==> src/rtl/ipsxe_fft_chk_pkg.sv <==
// ---------------------------------------------------------------------------
// ipsxe_fft_chk_pkg
// Shared types and width helpers for the FFT result checker.
//   chk_state_e      : checker FSM states (IDLE / RUN / DONE)
//   clog2()          : ceiling log2 for sizing counters
//   dataout_width()  : component width rounded up to a whole number of bytes
//   frame_sum_width(): accumulator width, wide enough for N full-scale re+im
// ---------------------------------------------------------------------------
package ipsxe_fft_chk_pkg;

   typedef enum logic [1:0] {
      ST_IDLE = 2'd0,
      ST_RUN  = 2'd1,
      ST_DONE = 2'd2
   } chk_state_e;

   function automatic int clog2(input int v);
      int r;
      r = 0;
      while ((1 << r) < v) r = r + 1;
      return r;
   endfunction

   function automatic int dataout_width(input int ow);
      return ((ow + 7) / 8) * 8;
   endfunction

   // N samples of (re + im): one bit for the re+im add, LOG2 bits for N beats
   function automatic int frame_sum_width(input int ow, input int log2n);
      return ow + log2n + 1;
   endfunction

endpackage

==> src/rtl/ipsxe_fft_chk_watchdog.sv <==
// ---------------------------------------------------------------------------
// ipsxe_fft_chk_watchdog
// Counts ticks since the last clear and flags expiry on the tick that makes
// the count reach LIMIT. The counter restarts after expiry.
//   i_aclk, i_areset : clock, asynchronous active-high reset
//   i_clr            : restart the count (wins over i_tick)
//   i_tick           : one idle cycle to count
//   o_expire         : high during the tick that reaches LIMIT
// ---------------------------------------------------------------------------
module ipsxe_fft_chk_watchdog
   import ipsxe_fft_chk_pkg::*;
#(
   parameter int LIMIT = 4095
) (
   input  logic i_aclk,
   input  logic i_areset,
   input  logic i_clr,
   input  logic i_tick,
   output logic o_expire
);

   localparam int CW = clog2(LIMIT + 1);

   logic [CW-1:0] r_cnt;

   // Combinational so the parent can register the timeout on this same edge
   assign o_expire = i_tick && !i_clr && (r_cnt == CW'(LIMIT - 1));

   always_ff @(posedge i_aclk or posedge i_areset) begin
      if (i_areset)                r_cnt <= '0;
      else if (i_clr || o_expire)  r_cnt <= '0;
      else if (i_tick)             r_cnt <= r_cnt + 1'b1;
   end

endmodule

==> config.mk <==
export PLATFORM = sky130hd
export DESIGN_NAME = ipsxe_fft_chk_watchdog
export DESIGN_NICKNAME = d
export VERILOG_FILES = /design/src/rtl/ipsxe_fft_chk_pkg.sv /design/src/rtl/ipsxe_fft_chk_watchdog.sv
export SDC_FILE = /design/constraint.sdc
export NUM_CORES = 1
export LEC_CHECK = 0
export CAP_MARGIN = 10
export CELL_PAD_IN_SITES_DETAIL_PLACEMENT = 1
export CELL_PAD_IN_SITES_GLOBAL_PLACEMENT = 1
export CORE_MARGIN = 2
export CORE_UTILIZATION = 40
export DETAILED_ROUTE_END_ITERATION = 8
export DONT_BUFFER_PORTS = 1
export PLACE_DENSITY_LB_ADDON = 0.1
export SYNTH_ARGS = -nofsm -noshare
export SYNTH_HDL_FRONTEND = slang
export SYNTH_SLANG_ARGS = --single-unit
export TNS_END_PERCENT = 100
==> constraint.sdc <==
create_clock -name i_aclk -period 2 [get_ports i_aclk]
set_clock_uncertainty 0.1 [all_clocks]
set_input_delay 0.3 -clock i_aclk [delete_from_list [all_inputs] [get_ports i_aclk]]
set_output_delay 0.3 -clock i_aclk [all_outputs]
set_load 0.1 [all_outputs]
==> summary.txt <==
Finish
  – Regs by FF count: r_cnt x12
  – Number of diodes: 0
  – Largest register FFs: 12
  – Reg with most FFs: r_cnt
  – Fraction of layout cells with a size suffix above 1: 21.5%
  – Area Overhead vs Synth: 17.2%
  – Most frequent cells in the layout: 10 x dfrtp_1, 8 x a21oi_1, 7 x nand2_1, 7 x nor2_1, 5 x buf_4
  – Final Cell Area: 803 µm²
  – Total Nets Final: 87
  – Most common cell after layout, fill and taps aside: dfrtp_1

CTS
  – H-tree levels: 1
  – Root Driver: clkbuf_4
  – TritonCTS clock tree: yes
  – Total CTS buffers: 3
  – Clock buffer depth: 2
  – Clock Latency Late Sink: 280 ps
  – Clock sinks: 12
  – Clock-pin slew on the worst setup and hold paths: 70 ps

Drt
  – DR DRC count: 0
  – Via Count: 561
  – DR iter-0 viols: 8
  – Vias/cell: 5.91
  – Detailed Route WL: 1540 µm
  – Routed wire length per instance: 16.2 µm
  – DRT Pass-1 Iters: 4
  – DRT antenna net count: 0

Worst hold path
  – Hold Path Sink: r_cnt[1]$_DFFE_PP0P_
  – Hold crit path type: in -> reg
  – Hold_sp: i_tick
  – Worst hold stages: 1

Yosys
  – Syn Area/Cell: 9.80 µm²
  – Post-synthesis sequential area ratio: 43.8%
  – Yosys warnings: 0
  – Post-Syn Nets: 76
  – #FFs+latches synth: 12
  – Synth Cell Area: 686 µm²
  – Netlist cell types: 24
  – Synthesized instance count: 70

Power
  – Leak: 0.332 nW
  – Pwr dens: 566 mW/mm²
  – Maximum vdd ir drop: 0.290 mV

Critical path
  – R2r worst-path depth: 6
  – Crit-path slowest cell: dfrtp_2
  – Worst-path cell chain: inv_1, ha_2, nand2_1, nor2_1, and3_4, buf_12
  – Critical path arrival: 1530 ps
  – Required @ worst endpoint: 1600 ps
  – CP startpoint kind: flop
  – Reg2Reg Setup Slack: 230 ps
  – CP max FO: 5
  – Worst r2r dst: r_cnt[11]$_DFFE_PP0P_
  – Reg2reg start: r_cnt[0]$_DFFE_PP0P_
  – Worst setup EP type: output pin
  – Max incr delay on CP: 440 ps
  – Worst setup path class: reg -> out

Timing
  – Final hold vios: 0
  – Setup_tns: 0 ps
  – Min Tclk post-route: 1930 ps
  – Least-Margin Pin Slew: 471 ps
  – Fmax achieved: 519 MHz
  – Final count of negative-setup-slack endpoints: 0
  – Max-slew headroom at the worst pin: 68.6%
  – Slack of the critical path: 71.7 ps
  – Slew Viols, Final: 0
  – Final worst-path cycle share: 96.4%

Die
  – Starting Density: 44.0%
  – Die X-Extent: 45.4 µm
  – Ports: 5
  – Full die area: 0.00206 mm²
  – # rows: 14
  – Core Area: 0.00156 mm²
  – Die Ht: 45.4 µm

Place
  – Setup WS pre-CTS: 287 ps
  – Placed inst area: 729 µm²
  – Post-DP HPWL: 1080 µm
  – GPL Wtd Cong: 0.805
  – IO buf count: 0

Outcome
  – Status: finished clean

Global routing
  – Initial antenna violation count: 0
  – Number of global-route vias before repair: 588
  – GRT Total Usage: 18.9%
  – Congestion Overflow GR: 0
  – First-pass GRT wire length: 2710 µm
  – Largest net degree at the start of global routing: 13

Flow run
  – Max_cap viols: 0
-- cell type report --
cell class / instances / area, µm²
clock buffers: 3 / 22.5
fillers: 184 / 756
inverters: 4 / 15.0
multi-input cells: 52 / 365
flip-flops and latches: 12 / 303
well taps: 16 / 20.0
repair buffers: 8 / 77.6
-- worst max-delay path by stage --
| stage | cells past startpoint | startpoint | to |
|---|---|---|---|
| finish | 6 | r_cnt[0]$_DFFE_PP0P_ | o_expire |
| global route | 6 | r_cnt[0]$_DFFE_PP0P_ | o_expire |
| CTS | 6 | r_cnt[0]$_DFFE_PP0P_ | o_expire |
| detailed placement | 6 | r_cnt[0]$_DFFE_PP0P_ | o_expire |
| global placement | 5 | r_cnt[0]$_DFFE_PP0P_ | r_cnt[11]$_DFFE_PP0P_ |
| floorplan | 5 | r_cnt[0]$_DFFE_PP0P_ | o_expire |
-- cells in the mapped netlist (all sizes together) --
| library cell | n | area share (%) |
|---|---|---|
| a211oi | 1 | 1.1 |
| a21oi | 8 | 5.8 |
| a32o | 1 | 1.5 |
| a32oi | 1 | 1.3 |
| and3 | 1 | 0.91 |
| buf | 2 | 1.8 |
| dfrtp | 12 | 44 |
| ha | 2 | 3.6 |
| inv | 4 | 2.2 |
| nand2 | 7 | 3.8 |
| nand4 | 5 | 8.9 |
| nor2 | 7 | 3.8 |
| nor4 | 1 | 0.91 |
| o21ai | 3 | 2.2 |
| o31ai | 2 | 2.2 |
| o41ai | 2 | 3.7 |
| or3 | 3 | 2.9 |
| or4 | 4 | 4.4 |
| xnor2 | 1 | 1.3 |
| xor2 | 3 | 3.8 |
-- cell families (layout without fill, tap and decap cells) --
group                    Yosys count  in the layout  share of synthesized area [%]
AO/OA/AOI/OAI                     18             18                           17.7
flip-flops                        12             12                           43.8
XOR/XNOR                           4              4                           5.11
buffers and inverters              6             15                           4.01
adder cells (fa/ha/maj)            2              2                           3.65
AND/OR/NAND/NOR                   28             28                           25.7
-- through the flow --
stage	instances	hold slack [ps]	util (%)	power, mW
after floorplan	70	64.7	-	0.284
after global placement	87	127	46.8	0.290
after detailed placement	87	135	46.8	0.290
after CTS	92	6.20	49.8	0.445
after global routing	95	2.09	51.5	0.474
final	95	3.02	51.5	0.454
-- per-layer routing --
layer,track usage (%),part of all wire [%]
met1,26.6,50
met2,27.6,45
met3,2.78,2.2
met4,10.6,1.9
met5,0,0
-- worst max-delay path, delay by kind of cell, from the launching register on --
kind | cells | cell delay [ps]
fa+ha+maj | 1 | 190
buf+inv | 2 | 250
flops | 1 | 440
simple gates | 3 | 390
-- power breakdown --
part	internal [mW]	switching, mW	total [mW]
Combinational	0.0211	0.0242	0.0452
Clock	0.0698	0.0849	0.155
Sequential	0.247	0.00696	0.254
-- what timing repair did --
item / 4_1_cts / 5_1_grt
setup endpoints to repair: 1 / 1
resized for setup: 2 / 2
pin swaps: 0 / 1
hold buffers: 2 / 0
hold endpoints to repair: 14 / 0
buffers inserted: 0 / 3
(Power assumes the default switching activity.)
